## config.mk

```make
export PLATFORM = sky130hd
export DESIGN_NAME = ps2_scancode_rx
export DESIGN_NICKNAME = d
export VERILOG_FILES = /design/src/rtl/ps2_scancode_rx_pkg.sv /design/src/rtl/ps2_line_filter.sv /design/src/rtl/ps2_scancode_rx.sv
export SDC_FILE = /design/constraint.sdc
export NUM_CORES = 1
export LEC_CHECK = 0
export CAP_MARGIN = 10
export CORE_ASPECT_RATIO = 0.6
export CORE_UTILIZATION = 30
export CTS_CLUSTER_SIZE = 16
export DETAILED_ROUTE_END_ITERATION = 8
export GPL_TIMING_DRIVEN = 0
export HOLD_SLACK_MARGIN = 0.06
export MAX_ROUTING_LAYER = met4
export PLACE_DENSITY_LB_ADDON = 0.08
export SYNTH_ARGS = -nofsm -noshare
export SYNTH_HDL_FRONTEND = slang
export SYNTH_SLANG_ARGS = --single-unit
```

## constraint.sdc

```tcl
create_clock -name clk -period 1.9 [get_ports clk]
set_input_delay 0.57 -clock clk [delete_from_list [all_inputs] [get_ports clk]]
set_output_delay 0.57 -clock clk [all_outputs]
set_load 0.005 [all_outputs]
```

## src/rtl/ps2_scancode_rx_pkg.sv

```systemverilog
// Shared definitions for the PS/2 scancode receiver: FSM encoding,
// protocol prefix bytes and default filter/timeout settings.
package ps2_scancode_rx_pkg;

  typedef enum logic [1:0] {
    ST_IDLE   = 2'd0,
    ST_DATA   = 2'd1,
    ST_PARITY = 2'd2,
    ST_STOP   = 2'd3
  } ps2_state_t;

  localparam logic [7:0] PS2_PREFIX_EXT = 8'hE0;
  localparam logic [7:0] PS2_PREFIX_REL = 8'hF0;

  localparam int PS2_FILTER_LEN_DEF = 8;
  localparam int PS2_TIMEOUT_DEF    = 8000;

endpackage

```

## src/rtl/ps2_line_filter.sv

```systemverilog
// Two-flop synchroniser plus stability filter for the PS/2 clock line;
// emits a one-cycle strobe in the first cycle the filtered level is low.
module ps2_line_filter
  import ps2_scancode_rx_pkg::*;
#(
  parameter int FILTER_LEN = PS2_FILTER_LEN_DEF
) (
  input  logic clk,
  input  logic reset,
  input  logic line,
  output logic fall
);

  localparam int CW = $clog2(FILTER_LEN + 1);

  logic          line_p0;
  logic          line_p1;
  logic          filt;
  logic [CW-1:0] cnt;

  always_ff @(posedge clk or posedge reset) begin
    if (reset) begin
      line_p0 <= 1'b1;
      line_p1 <= 1'b1;
      filt    <= 1'b1;
      cnt     <= '0;
      fall    <= 1'b0;
    end else begin
      line_p0 <= line;
      line_p1 <= line_p0;
      fall    <= 1'b0;
      // cnt tracks how many consecutive samples disagree with filt
      if (line_p1 == filt) begin
        cnt <= '0;
      end else if (cnt == CW'(FILTER_LEN - 1)) begin
        filt <= line_p1;
        cnt  <= '0;
        fall <= filt;
      end else begin
        cnt <= cnt + CW'(1);
      end
    end
  end

endmodule

```

## src/rtl/ps2_scancode_rx.sv

```systemverilog
// PS/2 keyboard receiver: frames bytes off the filtered PS/2 clock and folds
// E0/F0 prefixes into extended/released flags on the following scancode.
module ps2_scancode_rx
  import ps2_scancode_rx_pkg::*;
#(
  parameter int FILTER_LEN     = PS2_FILTER_LEN_DEF,
  parameter int TIMEOUT_CYCLES = PS2_TIMEOUT_DEF
) (
  input  logic       clk,
  input  logic       reset,
  input  logic       clkps2,
  input  logic       dataps2,
  output logic [7:0] scancode,
  output logic       extended,
  output logic       released,
  output logic       code_valid,
  output logic       frame_error
);

  localparam int TW = $clog2(TIMEOUT_CYCLES + 1);

  ps2_state_t    state, state_n;
  logic [2:0]    bit_cnt, bit_cnt_n;
  logic [7:0]    shift, shift_n;
  logic          par, par_n;
  logic          frame_ok, frame_bad;
  logic          fall, timeout;
  logic          data_p0, data_p1;
  logic [TW-1:0] to_cnt;
  logic          pend_ext, pend_rel;

  ps2_line_filter #(.FILTER_LEN(FILTER_LEN)) u_clk_filter (
    .clk   (clk),
    .reset (reset),
    .line  (clkps2),
    .fall  (fall)
  );

  // A real sample point in the same cycle wins over an expiring timeout
  assign timeout = (state != ST_IDLE) && (to_cnt == TW'(TIMEOUT_CYCLES)) && !fall;

  always_comb begin
    state_n   = state;
    bit_cnt_n = bit_cnt;
    shift_n   = shift;
    par_n     = par;
    frame_ok  = 1'b0;
    frame_bad = 1'b0;
    if (timeout) begin
      state_n   = ST_IDLE;
      frame_bad = 1'b1;
    end else if (fall) begin
      case (state)
        ST_IDLE: begin
          if (!data_p1) begin
            state_n   = ST_DATA;
            bit_cnt_n = 3'd0;
          end
        end
        ST_DATA: begin
          shift_n   = {data_p1, shift[7:1]};
          bit_cnt_n = bit_cnt + 3'd1;
          if (bit_cnt == 3'd7) state_n = ST_PARITY;
        end
        ST_PARITY: begin
          par_n   = data_p1;
          state_n = ST_STOP;
        end
        ST_STOP: begin
          state_n = ST_IDLE;
          if (data_p1 && (^{shift, par})) frame_ok  = 1'b1;
          else                            frame_bad = 1'b1;
        end
        default: state_n = ST_IDLE;
      endcase
    end
  end

  always_ff @(posedge clk or posedge reset) begin
    if (reset) begin
      state   <= ST_IDLE;
      bit_cnt <= '0;
      shift   <= '0;
      par     <= 1'b0;
      data_p0 <= 1'b1;
      data_p1 <= 1'b1;
      to_cnt  <= '0;
    end else begin
      state   <= state_n;
      bit_cnt <= bit_cnt_n;
      shift   <= shift_n;
      par     <= par_n;
      data_p0 <= dataps2;
      data_p1 <= data_p0;
      if (state == ST_IDLE || fall)        to_cnt <= '0;
      else if (to_cnt != TW'(TIMEOUT_CYCLES)) to_cnt <= to_cnt + TW'(1);
    end
  end

  // Output stage: registered one cycle after the stop sample or error
  always_ff @(posedge clk or posedge reset) begin
    if (reset) begin
      scancode    <= 8'h00;
      extended    <= 1'b0;
      released    <= 1'b0;
      code_valid  <= 1'b0;
      frame_error <= 1'b0;
      pend_ext    <= 1'b0;
      pend_rel    <= 1'b0;
    end else begin
      code_valid  <= 1'b0;
      frame_error <= 1'b0;
      if (frame_bad) begin
        frame_error <= 1'b1;
        pend_ext    <= 1'b0;
        pend_rel    <= 1'b0;
      end else if (frame_ok) begin
        if (shift == PS2_PREFIX_EXT) begin
          pend_ext <= 1'b1;
        end else if (shift == PS2_PREFIX_REL) begin
          pend_rel <= 1'b1;
        end else begin
          scancode   <= shift;
          extended   <= pend_ext;
          released   <= pend_rel;
          code_valid <= 1'b1;
          pend_ext   <= 1'b0;
          pend_rel   <= 1'b0;
        end
      end
    end
  end

endmodule
```

== Word-level counts from Yosys, hierarchy flattened ==
Index checks and enable logic that the tools add are counted.
W data, S select, Z words.

* Add/subtract/negate cells: 3
* Eq/ne operators: 15
* Mux-type cells: 34
* Bitwise gates (word level): 5
* Reductions and logical operators: 20

{| class="wikitable"
|+ Operators by type and width
! kind !! number
|-
| $mux W13 || 2
|-
| $mux W1 || 23
|-
| $eq A8 B8 Y1 const B || 2
|-
| $add A13 B1 Y13 const B || 1
|-
| $eq A13 B13 Y1 const B || 1
|-
| $ne A13 B13 Y1 const B || 1
|-
| $reduce_bool A2 Y1 || 5
|-
| $ne A3 B3 Y1 const B || 3
|-
| $reduce_and A3 Y1 || 3
|-
| $reduce_xor A9 Y1 || 1
|-
| $mux W2 || 4
|-
| $mux W4 || 2
|-
| $pmux W2 S4 || 1
|-
| $reduce_and A4 Y1 || 2
|-
| $pmux W3 S2 || 1
|-
| $reduce_and A2 Y1 || 3
|-
| $not A1 Y1 || 5
|-
| $add A4 B1 Y4 const B || 1
|-
| $eq A2 B2 Y1 const B || 2
|-
| $eq A4 B3 Y1 const B || 1
|-
| $ne A2 B2 Y1 const B || 2
|-
| $add A3 B1 Y3 const B || 1
|-
| $eq A3 B3 Y1 const B || 1
|-
| $logic_and A1 B1 Y1 || 3
|-
| other kinds (6) || 6
|}

* Bits in registers: 51
* Input port bits: 4
* Output and inout port bits: 12
* Word-level logic and storage cells: 96

== Logic depth before layout (Yosys ltp) ==
Gate-level depths: netlist of the first run.

* Depth in word-level cells: 8
* Depth in mapped cells: 7
* Depth with buffers taken out: 6

== By module ==
Synthesis of the first run repeated with hierarchy kept, for this count alone.

* Cell total of the unflattened synthesis: 190
* Area total of the unflattened synthesis: 2,356.0 sq um

{| class="wikitable"
|+ Modules (own cells, without submodules)
! module !! times used !! cells an instance !! area each (sq um) !! seq. area each (sq um)
|-
| ps2_scancode_rx || 1 || 168 || 2,040.7 || 1,078.5
|-
| ps2_line_filter || 1 || 22 || 315.3 || 203.9
|}

== Worst setup path after synthesis of the first run ==
Ideal clock, no wire load.

* Path kind: register to register
* Start point: reg data_p1
* End point: reg extended
* Setup time: 0.125 ns
* Arrival: 1.850 ns
* Data required time: 1.775 ns
* Slack: -0.075 ns
* Stages on the path, launching flop included: 7
* Path buffers: 2
* Period minus slack after synthesis: 1.975 ns
* Path through: dfstp_2 clkbuf_1 nand3_1 a311o_1 mux2i_1 buf_6 mux2_4

* Longest elaborated chain between the ends: 7
* Elaborated cells on any way between the ends: 11
* Classes of those cells: mux (8); bitwise (1); reduce/logical (2)

{| class="wikitable"
|+ RTL lines
! item !! line !! text
|-
| from (decl) || ps2_scancode_rx.sv:28 || <nowiki>logic data_p0, data_p1;</nowiki>
|-
| from (signal assigned) || ps2_scancode_rx.sv:94 || <nowiki>data_p1 <= data_p0;</nowiki>
|-
| $logic_and A1 B1 Y1 * || ps2_scancode_rx.sv:71 || <nowiki>if (data_p1 && (^{shift, par})) frame_ok = 1'b1;</nowiki>
|-
| $mux W1 || ps2_scancode_rx.sv:71 ||
|-
| $mux W1 || ps2_scancode_rx.sv:53 || <nowiki>case (state)</nowiki>
|-
| $mux W1 || ps2_scancode_rx.sv:52 || <nowiki>end else if (fall) begin</nowiki>
|-
| $mux W1 || ps2_scancode_rx.sv:49 || <nowiki>if (timeout) begin</nowiki>
|-
| $not A1 Y1 (no line) || n/a ||
|-
| $reduce_and A4 Y1 (no line) * || n/a ||
|-
| to (signal assigned) || ps2_scancode_rx.sv:124 || <nowiki>extended <= pend_ext;</nowiki>
|-
| to (decl) || ps2_scancode_rx.sv:14 || <nowiki>output logic extended,</nowiki>
|}

Every way passes the cells marked *; elsewhere a longest branch is shown, timed or not.
A chain may end at the register's enable or synchronous reset.

== Final worst setup path of the first run ==
* Start point: reg shift[3]
* End point: reg scancode[6]

* Longest elaborated chain between the ends: 8
* Elaborated cells on any way between the ends: 16
* Classes of those cells: eq/ne (2); mux (8); bitwise (3); reduce/logical (3)

{| class="wikitable"
|+ RTL lines
! item !! line !! text
|-
| from (decl) || ps2_scancode_rx.sv:24 || <nowiki>logic [7:0] shift, shift_n;</nowiki>
|-
| from (signal assigned) || ps2_scancode_rx.sv:91 || <nowiki>shift <= shift_n;</nowiki>
|-
| $reduce_xor A9 Y1 || ps2_scancode_rx.sv:71 ||
|-
| $logic_and A1 B1 Y1 || ps2_scancode_rx.sv:71 ||
|-
| $mux W1 || ps2_scancode_rx.sv:71 ||
|-
| $mux W1 || ps2_scancode_rx.sv:53 ||
|-
| $mux W1 || ps2_scancode_rx.sv:52 ||
|-
| $mux W1 || ps2_scancode_rx.sv:49 ||
|-
| $not A1 Y1 (no line) || n/a ||
|-
| $reduce_and A4 Y1 (no line) * || n/a ||
|-
| to (signal assigned) || ps2_scancode_rx.sv:123 || <nowiki>scancode <= shift;</nowiki>
|-
| to (decl) || ps2_scancode_rx.sv:13 || <nowiki>output logic [7:0] scancode,</nowiki>
|}

Marks and branches as above.

==> flow_summary_export.csv, run 1 <==
group,metric,value,unit
run_status,status,"finished with violations",
run_status,violations,"negative setup slack",
clock_tree,clockRootBuffer,"clkbuf_16",
global_route,grt_overflow,0,
clock_tree,cts_buffers,5,
setup_path,cp_num_buf_inv,1,
setup_path,required,2.07,ns
sta,post-route-period-util,105.1,%
logic_synthesis,ys_seq_area_share,52.70,%
setup_path,cpLargestDelayFamily,"simple AND/OR/NAND/NOR gates",
floorplanning,die_w,118.3,um
place,dpl_cell_area,2740,um2
floorplanning,rows,25,
sta,tightest_slew,0.5015,ns
place,gp_congestion,0.7445,
floorplanning,die_area,8488,um2
clock_tree,clock_latency,0.29,ns
finish,nets,249,
clock_tree,cts_max_level,2,
place,post-place-ws,-0.2046,ns
place,port-buffer-count,15,
setup_path,critPathArrivalTime,2.17,ns
route,first_pass_iters,4,
clock_tree,clock_sinks,51,
clock_tree,clkTransAtPathRegs,0.07,ns
global_route,antenna_found_initial,0,
logic_synthesis,synth_top_cell_by_area,"dfrtp_1",
global_route,grt_usage,13.27,%
sta,setup_viol,9,
logic_synthesis,async_flop_share,100.0,%
route,routed_via_density,4.616,
route,wire_per_inst,14.14,um
logic_synthesis,synthesis.area,2434,um2
setup_path,criticalPathCategory,"flop to flop",
sta,final.min_clock_period,1.996,ns
pwr,leakage,1.363,nW
route,drc,0,
setup_path,rr_worst_depth,5,
clock_tree,clk_path_buf_depth,2,
setup_path,critPathMaxStageDelay,0.55,ns
min_path,hold_depth,0,
flow_run,max_cap_violations,0,
finish,fillers,756,
min_path,hold_class,"flop to flop",
setup_path,path_max_fanout,5,
finish,final_cell_mix,"dfrtp_1, clkdlybuf4s50_1, nor2_1",
place,place_hpwl,3275,um
pwr,peakVddDrop,0.4351,mV
finish,diodes,0,
setup_path,worst_setup_path_end_kind,"flop",
logic_synthesis,ys_top_cells_by_area,"dfrtp_1, dfstp_2, mux2_2",
logic_synthesis,netlist_instances,207,
setup_path,path_depth,5,
sta,rsz0062_at_grt,"yes",
finish,syn2layout_area_growth,23.24,%
global_route,grt_pass1_vias,1523,
route,routed_wl,4865,um
finish,layout_commonest_cell,"dfrtp_1",
finish,stdcell_area,2999,um2
global_route,grt_max_degree,32,
logic_synthesis,synth_cell_types,43,
sta,clock.fmax,501.0,MHz
setup_path,crit_slowest_cell,"or4b_4",
sta,worst_slack,-0.09602,ns
route,ant_nets,0,
sta,report.final.slew_viol_count,0,
route,first_iter_violations,56,
floorplanning,die_h,71.77,um
finish,drive_gt1_share,23.73,%
sta,skew,0.004457,ns
floorplanning,coreArea,7851,um2
global_route,grt_first_pass_wirelength,8114,um
logic_synthesis,ys.flop_type,"dfrtp_1",
logic_synthesis,synth_top_area_share,47.30,%
clock_tree,cts_tree,"yes",
logic_synthesis,synth_edf_count,0,
pwr,powerDensity,860.4,nW/um2
logic_synthesis,ys_seq_elements,51,
logic_synthesis,synthesis.nets,220,
setup_path,crit_chain,"or4b_4, o211ai_1, mux2i_4, buf_6, mux2_4",
floorplanning,io_pins,16,
route,vias,1588,
setup_path,cp-start-kind,"flop",
logic_synthesis,synth.avg_cell_area,11.76,um2
sta,final-hold-violation-count,0,
sta,max_slew_margin,66.56,%
floorplanning,start_util,31.00,%
logic_synthesis,synth_warnings,0,
[cell usage after synthesis, types with 2 or more instances]
cell type / count
xor2_1: 10
nand2_1: 13
mux2_2: 11
o21a_1: 2
nor2_1: 15
mux2i_1: 3
nor3b_1: 2
nand4_1: 6
nor4b_1: 2
a22o_1: 2
mux2_4: 7
a21oi_1: 5
o21ai_0: 7
nor2b_1: 3
dfrtp_1: 46
nand3b_1: 2
inv_1: 13
xnor3_1: 2
dfstp_2: 5
xnor2_1: 5
nand3_1: 6
and4_1: 3
and2_1: 2
ha_1: 9
clkbuf_1: 6
and3_1: 3
[worst reg2reg max path, stage by stage (launching register included)]
cell      delay (ns)
dfrtp_1         0.41
or4b_4          0.55
o211ai_1        0.31
mux2i_4         0.15
buf_6           0.17
mux2_4          0.29
[metrics by stage]
| stage | std cells | setup TNS, ns | power (W) | util [%] | hold slack, ns |
|---|---|---|---|---|---|
| 2_1_floorplan | 207 | 0 | 0.001573 | - | 0.3452 |
| 3_3_place_gp | 330 | -51.42 | 0.001688 | 34.65 | 0.3460 |
| 3_5_place_dp | 331 | -1.640 | 0.001690 | 34.90 | 0.3500 |
| 4_1_cts | 344 | -0.4149 | 0.002610 | 37.82 | 0.3606 |
| 5_1_grt | 344 | -1.018 | 0.002746 | 38.20 | 0.3656 |
| 6_report | 344 | -0.6840 | 0.002581 | 38.20 | 0.3595 |
[cells by family (layout without fill, tap and decap cells)]
logic type | Yosys count | count (layout) | synth area share [%]
and+or+nand+nor | 64 | 64 | 14.45
DFF | 51 | 51 | 52.70
AOI/OAI and AO/OA | 25 | 25 | 6.941
muxes | 21 | 21 | 10.64
buffers and inverters | 20 | 49 | 3.393
xor gates and xnor gates | 17 | 17 | 7.249
adders and majority gates | 9 | 9 | 4.627
[power breakdown]
group          internal, W  leakage [nW]  switching (W)
combinational     0.000169         0.614       0.000236
sequential         0.00119         0.677      0.0000882
clock             0.000515        0.0727       0.000385
[state kept, by name, indices dropped and copies added (netlist names), 2 cells and up]
| name | count |
|---|---|
| bit_cnt | 3 |
| scancode | 8 |
| shift | 8 |
| state | 2 |
| to_cnt | 13 |
| u_clk_filter.cnt | 4 |
[metal layers]
metal / global-route usage, % / up-vias / routed length [um] / share of wire [%]
met5: - / - / 0 / 0
met2: 15.56 / 20 / 1758 / 36
li1: - / 789 / - / -
met1: 20.34 / 772 / 2861 / 59
met3: 3.822 / 7 / 170 / 3.5
met4: 5.128 / 0 / 74 / 1.5
[area by class of cell]
class                           instances  area [um2]  area share, %
Clock inverter                          1       5.005         0.1669
Inverter                               13       48.80          1.627
Multi-Input combinational cell        136        1116          37.21
Timing Repair Buffer                   25       245.2          8.177
Clock buffer                            6       138.9          4.631
Buffer                                  4       22.52         0.7509
Tap cell                              108       135.1          4.506
Sequential cell                        51        1287          42.93
[repair_timing]
item / in CTS / in global routing
gates resized for setup: 11 / 8
pin swaps: 2 / 1
setup endpoints to repair: 12 / 14
hold buffers: 0 / 0
setup buffers: 8 / 0
gates cloned: 1 / 0
[final timing paths]
path,start,end,slack [ns]
worst max-delay path,shift[3],scancode[6],-0.1
worst min-delay path,u_clk_filter.line_p0,u_clk_filter.line_p1,0.36
worst max register to register,shift[3],scancode[6],-0.1
worst min register to register,u_clk_filter.line_p0,u_clk_filter.line_p1,0.36
max in group asynchronous,reset,u_clk_filter.line_p1,0.70
min in group asynchronous,reset,u_clk_filter.cnt[0],0.61
No activity file was read; power rests on OpenSTA's default activity.
==> run 2, diff against run 1 <==
--- a/config.mk
+++ b/config.mk
@@ -8,11 +8,12 @@
 export CAP_MARGIN = 10
 export CORE_ASPECT_RATIO = 0.6
 export CORE_UTILIZATION = 30
+export CTS_BUF_LIST = sky130_fd_sc_hd__clkbuf_16
+export CTS_CLUSTER_DIAMETER = 50
 export CTS_CLUSTER_SIZE = 16
 export DETAILED_ROUTE_END_ITERATION = 8
 export GPL_TIMING_DRIVEN = 0
 export HOLD_SLACK_MARGIN = 0.06
-export MAX_ROUTING_LAYER = met4
 export PLACE_DENSITY_LB_ADDON = 0.08
 export SYNTH_ARGS = -nofsm -noshare
 export SYNTH_HDL_FRONTEND = slang
==> run 2 against run 1 <==
Effect of this change: the run still ends with negative setup slack left; die area unchanged; register-to-register slack about the same; sequential power about the same; combinational power about the same; worst setup slack about the same; worst hold slack about the same; cell area down 0.33%; clock skew up 0.0022 ns; power down 1.8%; critical path type unchanged; highest routed layer unchanged.
==> flow_summary_export.csv, run 2 (same netlist as run 1, synthesis figures left out) <==
group,metric,value,unit
global_route,antenna_found_initial,0,
setup_path,required,2.07,ns
global_route,grt_overflow,0,
finish,fillers,760,
floorplanning,die_w,118.3,um
global_route,gr-usage-met3,3.822,%
floorplanning,rows,25,
sta,rsz0062_at_grt,"yes",
clock_tree,cts_max_level,2,
flow_run,max_cap_violations,0,
sta,setup_viol,9,
finish,final_cell_mix,"dfrtp_1, clkdlybuf4s50_1, nor2_1",
pwr,p_total,0.002535,W
clock_tree,clock_sinks,51,
global_route,grt_use_met1,20.24,%
global_route,busiest_layer,"met1",
sta,final-hold-violation-count,0,
floorplanning,start_util,31.00,%
route,routed_via_density,4.613,
setup_path,crit_chain,"or4b_4, o211ai_1, mux2i_4, buf_6, mux2_4",
place,port-buffer-count,15,
setup_path,cpLargestDelayFamily,"simple AND/OR/NAND/NOR gates",
clock_tree,hold_buffers,0,
clock_tree,clock_latency,0.29,ns
pwr,powerDensity,848.0,nW/um2
route,routed_wl,4859,um
route,vias,1587,
finish,top_regs,"to_cnt (13), scancode (8), shift (8)",
sta,report.final.slew_viol_count,0,
global_route,grt_pass1_vias,1525,
route,first_pass_iters,4,
finish,nets,249,
floorplanning,die_area,8488,um2
finish,diodes,0,
run_status,status,"finished with violations",
clock_tree,cts_tree,"yes",
finish,syn2layout_area_growth,22.83,%
sta,max_slew_margin,67.68,%
route,drc,0,
finish,layout_commonest_cell,"dfrtp_1",
place,place_hpwl,3275,um
floorplanning,io_pins,16,
setup_path,critPathArrivalTime,2.17,ns
global_route,grt_max_degree,32,
sta,final.min_clock_period,1.996,ns
setup_path,critPathMaxStageDelay,0.55,ns
setup_path,criticalPathCategory,"flop to flop",
global_route,grt_usage,12.84,%
pwr,peakVddDrop,0.3862,mV
place,gp_congestion,0.7355,
clock_tree,clk_path_buf_depth,2,
setup_path,worst_setup_path_end_kind,"flop",
sta,worst_slack,-0.09554,ns
global_route,grt_first_pass_wirelength,8086,um
finish,drive_gt1_share,23.31,%
run_status,violations,"negative setup slack",
sta,clock.fmax,501.1,MHz
setup_path,crit_slowest_cell,"or4b_4",
setup_path,cp-start-kind,"flop",
route,ant_nets,0,
global_route,met2_usage,15.62,%
min_path,hold_class,"flop to flop",
floorplanning,die_h,71.77,um
pwr,leakage,1.358,nW
finish,final_util,38.07,%
floorplanning,coreArea,7851,um2
route,first_iter_violations,62,
clock_tree,clkTransAtPathRegs,0.07,ns
clock_tree,clockRootBuffer,"clkbuf_16",
clock_tree,cts_buffers,5,
setup_path,cp_num_buf_inv,1,
setup_path,path_max_fanout,5,
sta,post-route-period-util,105.0,%
sta,tightest_slew,0.4848,ns
sta,skew,0.006611,ns
route,wire_per_inst,14.13,um
finish,largest_reg_flops,13,
finish,top_register,"to_cnt",
==> run 2: cell count changes in the layout (fill, tap and decap cells not counted) <==
cell,before,now
clkbuf_8,1,0
clkinv_1,0,1
==> run 2: routing by layer <==
layer,share of wire (%),vias to the layer above
li1,-,790
met1,59,769
met2,36,21
met3,3.6,7
met4,1.5,0
met5,0,-
==> run 2: worst paths after layout <==
kind	to	slack (ns)	cells past startpoint	startpoint
max	scancode[6]	-0.1	5	shift[3]
min	u_clk_filter.line_p1	0.36	0	u_clk_filter.line_p0
max reg2reg	scancode[6]	-0.1	5	shift[3]
min reg2reg	u_clk_filter.line_p1	0.36	0	u_clk_filter.line_p0
max in group asynchronous	u_clk_filter.line_p1	0.70	3	reset
min in group asynchronous	bit_cnt[1]	0.62	2	reset
==> run 2: repair_timing <==
item | 4_1_cts | 5_1_grt
cloned | 1 | 0
pin swaps | 2 | 1
setup buffers | 8 | 0
gates resized for setup | 11 | 8
setup endpoints to repair | 12 | 14
==> run 2: final cells by class <==
| class | count | area [um2] | area share, % |
|---|---|---|---|
| flip-flops and latches | 51 | 1287 | 43.07 |
| inverters | 13 | 48.80 | 1.632 |
| multi-input cells | 136 | 1116 | 37.34 |
| repair buffers | 25 | 245.2 | 8.204 |
| clock inverters | 2 | 8.758 | 0.2930 |
| plain buffers | 4 | 22.52 | 0.7535 |
| well taps | 108 | 135.1 | 4.521 |
| clock buffers | 5 | 125.1 | 4.186 |
==> run 2: power by group <==
part	internal, W	switching, W	total [W]
clock	0.000474	0.000381	0.000855
combinational	0.000169	0.000235	0.000404
sequential	0.00119	0.0000883	0.00128
total	0.00183	0.000704	0.00253
==> run 2: per-stage QoR <==
step	area [um2]	instances	TNS, ns	hold slack (ns)	setup WS, ns
2_1_floorplan	2435	207	0	0.3452	0.004403
3_3_place_gp	2720	330	-51.42	0.3460	-1.028
3_5_place_dp	2740	331	-1.640	0.3500	-0.2046
4_1_cts	2959	344	-0.4149	0.3606	-0.06912
5_1_grt	2989	344	-1.018	0.3654	-0.1364
6_report	2989	344	-0.6784	0.3591	-0.09554
